<file path="src/rtl/clk_util_pkg.sv">
// Shared clocking-utility definitions: meter FSM encoding and default constants.
package clk_util_pkg;

  localparam int unsigned SYS_CLK_HZ = 50_000_000;
  localparam int unsigned CNT_W      = 32;

  typedef enum logic [1:0] {
    IDLE    = 2'd0,
    MEASURE = 2'd1,
    TIMEOUT = 2'd2
  } meter_state_e;

endpackage

</file>
<file path="src/rtl/sync_edge_det.sv">
// Two-flop synchronizer for an asynchronous input plus a one-cycle rising-edge pulse.
module sync_edge_det (
  input  logic clk,
  input  logic rst_n,
  input  logic d_in,
  output logic rise_c
);

  logic s1_q, s2_q, s3_q;
  logic s1_d, s2_d, s3_d;

  always_comb begin
    s1_d = d_in;
    s2_d = s1_q;
    s3_d = s2_q;
  end

  always_ff @(posedge clk or negedge rst_n) begin
    if (!rst_n) begin
      s1_q <= 1'b0;
      s2_q <= 1'b0;
      s3_q <= 1'b0;
    end else begin
      s1_q <= s1_d;
      s2_q <= s2_d;
      s3_q <= s3_d;
    end
  end

  // s3 is history only; it never feeds logic other than the edge compare
  assign rise_c = s2_q & ~s3_q;

endmodule

</file>
<file path="src/rtl/clk_period_meter.sv">
// Measures the clk-cycle period of a slow asynchronous clock, flagging tolerance,
// lock and stall (timeout) conditions.
module clk_period_meter #(
  parameter int unsigned CNT_W          = clk_util_pkg::CNT_W,
  parameter int unsigned EXP_CYCLES     = 50_000_000,
  parameter int unsigned TOL            = 5000,
  parameter int unsigned TIMEOUT_CYCLES = 100_000_000,
  parameter int unsigned LOCK_COUNT     = 3
) (
  input  logic             clk,
  input  logic             rst,
  input  logic             sig_in,
  output logic [CNT_W-1:0] period_out,
  output logic             period_valid,
  output logic             in_tol,
  output logic             locked,
  output logic             timeout
);

  import clk_util_pkg::*;

  localparam int unsigned DW    = CNT_W + 1;
  localparam int unsigned LCK_W = $clog2(LOCK_COUNT + 1);

  logic sig_rise_c;

  meter_state_e     state_q,    state_d;
  logic [CNT_W-1:0] cnt_q,      cnt_d;
  logic [CNT_W-1:0] period_q,   period_d;
  logic             valid_q,    valid_d;
  logic             in_tol_q,   in_tol_d;
  logic             locked_q,   locked_d;
  logic             timeout_q,  timeout_d;
  logic [LCK_W-1:0] lock_cnt_q, lock_cnt_d;

  logic signed [DW-1:0] diff_c;
  logic [DW-1:0]        mag_c;
  logic                 tol_ok_c;
  logic [LCK_W-1:0]     lock_inc_c;

  sync_edge_det u_sync (
    .clk    (clk),
    .rst_n  (rst),
    .d_in   (sig_in),
    .rise_c (sig_rise_c)
  );

  // Signed one-bit-wider difference so periods far below EXP_CYCLES cannot alias
  always_comb begin
    diff_c     = $signed({1'b0, cnt_q}) - $signed({1'b0, CNT_W'(EXP_CYCLES)});
    mag_c      = diff_c[DW-1] ? $unsigned(-diff_c) : $unsigned(diff_c);
    tol_ok_c   = (mag_c <= DW'(TOL));
    lock_inc_c = (lock_cnt_q == LCK_W'(LOCK_COUNT)) ? lock_cnt_q
                                                    : lock_cnt_q + LCK_W'(1);
  end

  always_comb begin
    state_d    = state_q;
    period_d   = period_q;
    valid_d    = 1'b0;
    in_tol_d   = in_tol_q;
    locked_d   = locked_q;
    timeout_d  = timeout_q;
    lock_cnt_d = lock_cnt_q;

    if (sig_rise_c)    cnt_d = CNT_W'(1);
    else if (&cnt_q)   cnt_d = cnt_q;
    else               cnt_d = cnt_q + CNT_W'(1);

    unique case (state_q)
      IDLE: begin
        if (sig_rise_c) state_d = MEASURE;
      end
      MEASURE: begin
        // An edge on the timeout cycle still completes a valid period
        if (sig_rise_c) begin
          period_d = cnt_q;
          valid_d  = 1'b1;
          in_tol_d = tol_ok_c;
          if (tol_ok_c) begin
            lock_cnt_d = lock_inc_c;
            locked_d   = (lock_inc_c == LCK_W'(LOCK_COUNT));
          end else begin
            lock_cnt_d = '0;
            locked_d   = 1'b0;
          end
        end else if (cnt_q == CNT_W'(TIMEOUT_CYCLES)) begin
          state_d    = TIMEOUT;
          timeout_d  = 1'b1;
          locked_d   = 1'b0;
          lock_cnt_d = '0;
          in_tol_d   = 1'b0;
        end
      end
      TIMEOUT: begin
        // Recovery edge only re-arms; the stalled interval is not a period
        if (sig_rise_c) begin
          state_d   = MEASURE;
          timeout_d = 1'b0;
        end
      end
      default: state_d = IDLE;
    endcase
  end

  always_ff @(posedge clk or negedge rst) begin
    if (!rst) begin
      state_q    <= IDLE;
      cnt_q      <= '0;
      period_q   <= '0;
      valid_q    <= 1'b0;
      in_tol_q   <= 1'b0;
      locked_q   <= 1'b0;
      timeout_q  <= 1'b0;
      lock_cnt_q <= '0;
    end else begin
      state_q    <= state_d;
      cnt_q      <= cnt_d;
      period_q   <= period_d;
      valid_q    <= valid_d;
      in_tol_q   <= in_tol_d;
      locked_q   <= locked_d;
      timeout_q  <= timeout_d;
      lock_cnt_q <= lock_cnt_d;
    end
  end

  assign period_out   = period_q;
  assign period_valid = valid_q;
  assign in_tol       = in_tol_q;
  assign locked       = locked_q;
  assign timeout      = timeout_q;

endmodule
</file>
<file path="config.mk">
export PLATFORM = sky130hd
export DESIGN_NAME = clk_period_meter
export DESIGN_NICKNAME = d
export VERILOG_FILES = /design/src/rtl/clk_util_pkg.sv /design/src/rtl/sync_edge_det.sv /design/src/rtl/clk_period_meter.sv
export SDC_FILE = /design/constraint.sdc
export NUM_CORES = 1
export LEC_CHECK = 0
export CAP_MARGIN = 20
export CELL_PAD_IN_SITES_DETAIL_PLACEMENT = 1
export CELL_PAD_IN_SITES_GLOBAL_PLACEMENT = 1
export CORE_ASPECT_RATIO = 0.6
export CORE_UTILIZATION = 51
export CTS_BUF_LIST = sky130_fd_sc_hd__clkbuf_2
export CTS_CLUSTER_DIAMETER = 60
export DETAILED_ROUTE_END_ITERATION = 8
export PLACE_DENSITY_LB_ADDON = 0.08
export SETUP_SLACK_MARGIN = 0.1
export SYNTH_ARGS = -nofsm -noshare
export SYNTH_HDL_FRONTEND = slang
export SYNTH_SLANG_ARGS = --single-unit
</file>
<file path="constraint.sdc">
create_clock -name clk -period 7.5 [get_ports clk]
set_input_delay 1.875 -clock clk [delete_from_list [all_inputs] [get_ports clk]]
set_output_delay 1.875 -clock clk [all_outputs]
set_load 0.05 [all_outputs]
</file>
==> impl_metrics.csv <==
group,metric,value,unit
run_status,status,"finished, final reports clean",
power,powerDensity,152,nW/um2
layout,multi_input_area,3090,um2
die,die_w,132,um
place,place_area,5560,um2
die,core_area,9880,um2
cts,post-cts-setup-buffers,0,
layout,seqCellArea,1880,um2
global_routing,met1_usage,0.500,
global_routing,grt_usage,0.326,
synth,synth_ff_type,"dfrtp_1",
layout,final_cell_area,5680,um2
power,p_switching,0.000329,W
sta,hold_violations,0,
cts,hold_buffers,0,
power,sw_frac_of_total,0.382,
synth,avgSynthCellArea,9.25,um2
cts,cts_buffers,9,
power,seqPwrFrac,0.535,
layout,fin_nets,581,
worst_setup_path,endpoint_kind,"flop",
synth,synth_top_area_frac,0.361,
worst_setup_path,cp_max_fo,18,
global_routing,busiest_layer,"met1",
sta,slew_headroom,0.257,
power,p_int,0.000534,W
worst_setup_path,crit_arrival,4550,ps
cts,clk_pin_slew,260,ps
drt,drc_errors,0,
cts,cts-resized-gates,0,
drt,wire_per_inst,23.0,um
power,combinationalPowerShare,0.186,
layout,num_antenna_cells,0,
sta,post-route-period-util,0.539,
global_routing,grt_pass1_wl,26300,um
drt,dr.pass1.iters,5,
synth,ys_top_cells_by_area,"dfrtp_1 (36%), mux2_2 (7.1%), xnor2_1 (4.5%), xor2_1 (4.0%), nor2_1 (3.7%)",
sta,setup_viol,0,
global_routing,met3_usage,0.0720,
drt,final_antenna_net_count,0,
cts,clock_latency,620,ps
synth,ys_top_cells_by_count,"dfrtp_1 (75), nor2_1 (51), nand2_1 (36)",
die,top_level_ports,39,
drt,wirelength,16400,um
worst_setup_path,critPathKind,"flop to flop",
sta,grt_setup_unrepaired,"false",
place,place_congestion,0.926,
global_routing,grt_overflow,0,
synth,synth-seq-cells,75,
power,vdd_drop_max,109,uV
flow_run,maxCapViolCount,0,
place,io_buffers,38,
cts,cts_buffer_depth,2,
sta,drv_slew,0,
power,p_leak,2.35,nW
place,dpl.hpwl,12000,um
sta,worst_slew_pin_slew,1100,ps
synth,synth_async_sr_flop_share,1.00,
global_routing,grtUsageMet2,0.465,
drt,vias,4630,
cts,h-tree-depth,3,
synth,yosysTopAreaCell,"dfrtp_1",
drt,drt_iter0_drc,485,
global_routing,antenna_found_initial,0,
synth,syn_area,5200,um2
sta,final.setup_skew,57.0,ps
synth,synthCells,563,
power,p_clk_frac,0.280,
min_path,hold_class,"flop to flop",
die,fp-row-count,28,
synth,yosysWarnings,0,
worst_setup_path,start_kind,"flop",
synth,syn-num-nets,572,
die,dieArea,10600,um2
layout,fillCellCount,1141,
cts,cts-root-buf,"clkbuf_2",
worst_setup_path,worst-endpoint-required,8010,ps
synth,synth_cell_types,83,
global_routing,grt_pass1_vias,4481,
synth,ys_seq_area_frac,0.361,
cts,numClockSinks,75,
sta,tns,0,ps
sta,period_minus_slack,4040,ps
global_routing,grt_max_degree,76,
sta,fmax,248,MHz
cts,cts_tree,"yes",
drt,vias_per_cell,6.50,
die,initial_core_util,0.527,
die,fp.dieH,80.3,um
synth,synth_most_common_cell,"dfrtp_1",
layout,drive_gt1_frac,0.149,
synth,synth_edf_count,0,
layout,area_growth,9.04,%
-- critical path, cell delays in order (launching register included) --
cell and delay (ps):
dfrtp_1 850, inv_1 190, ha_1 370, nor3b_2 220, xor2_1 230, nor4_2 540
nor3b_2 490, a31oi_1 180, xnor2_1 180, a211oi_1 390, nand3_2 170, o21ai_1 170
-- layer usage --
| metal | up-vias | wire [um] |
|---|---|---|
| li1 | 2083 | - |
| met1 | 2346 | 7910 |
| met2 | 188 | 6870 |
| met3 | 13 | 1470 |
| met4 | 0 | 121 |
| met5 | - | 0 |
-- layout by cell type, fill, tap and decap left out, types with 4 or more instances in the layout --
| master | count |
|---|---|
| dfrtp_1 | 75 |
| nor2_1 | 51 |
| clkdlybuf4s50_1 | 37 |
| nand2_1 | 36 |
| mux2_2 | 33 |
| a21oi_1 | 28 |
| xnor2_1 | 27 |
| xor2_1 | 24 |
| nand3_1 | 23 |
| nor3_1 | 18 |
| nand4_1 | 16 |
| o21ai_0 | 14 |
| nor4_1 | 14 |
| and3_1 | 11 |
| or3_1 | 11 |
| a31oi_1 | 11 |
| inv_1 | 9 |
| clkbuf_2 | 9 |
| ha_1 | 6 |
| nor2b_1 | 5 |
| nor3b_1 | 5 |
| o21ai_1 | 5 |
| o31ai_1 | 5 |
| nand2b_1 | 4 |
| or2_2 | 4 |
| o21a_1 | 4 |
| mux2i_1 | 4 |
| nor4_2 | 4 |
| a211oi_1 | 4 |
-- sequential cells by signal, summed over array words and instances, names as in the netlist --
signal and cells:
cnt_q 32, period_out 32, lock_cnt_q 2, state_q 2, in_tol 1, locked 1, period_valid 1, timeout 1
u_sync.s1_q 1, u_sync.s2_q 1, u_sync.s3_q 1
-- power by group through the flow --
stage,Sequential (W),Clock [W],Combinational (W)
global route,0.000465,0.000256,0.000174
floorplan,0.000482,0,0.0000878
detailed placement,0.000466,0,0.000161
CTS,0.000460,0.000243,0.000161
global placement,0.000463,0,0.000156
finish,0.000461,0.000241,0.000160
-- logic make-up after synthesis --
| group | share of synthesized area |
|---|---|
| AND/OR/NAND/NOR | 0.262 |
| AO/OA/AOI/OAI | 0.147 |
| flip-flops | 0.361 |
| XOR/XNOR | 0.0889 |
| buffers and inverters | 0.0481 |
| multiplexers | 0.0791 |
| adder cells (fa/ha/maj) | 0.0144 |
-- cell type report --
type                       count  area share
timing repair buffer          40      0.0692
clock inverter                 7      0.0121
clock buffer                   9     0.00794
sequential                    75       0.331
inverter                      10     0.00661
tap                          135      0.0298
multi-input combinational    436       0.544
-- metrics by stage --
| stage | hold slack, ps | util | std cells | total power, W | setup WS, ps |
|---|---|---|---|---|---|
| after floorplan | 331 | - | 563 | 0.000570 | 4140 |
| after global placement | 334 | 0.563 | 696 | 0.000620 | 3700 |
| after detailed placement | 346 | 0.563 | 696 | 0.000627 | 3560 |
| after CTS | 401 | 0.574 | 712 | 0.000864 | 3460 |
| after global routing | 420 | 0.574 | 712 | 0.000895 | 3060 |
| final | 395 | 0.574 | 712 | 0.000863 | 3460 |
-- worst paths after layout --
path                            slack [ps]  cells past startpoint   startpoint              to
worst max-delay path                  3460                     11     cnt_q[7]   lock_cnt_q[0]
worst min-delay path                   400                      0  u_sync.s1_q     u_sync.s2_q
worst max register to register        3460                     11     cnt_q[7]   lock_cnt_q[0]
worst min register to register         400                      0  u_sync.s1_q     u_sync.s2_q
max in group asynchronous             5460                      1          rst     u_sync.s3_q
min in group asynchronous             1360                      1          rst  period_out[22]
(Power assumes the default switching activity.)
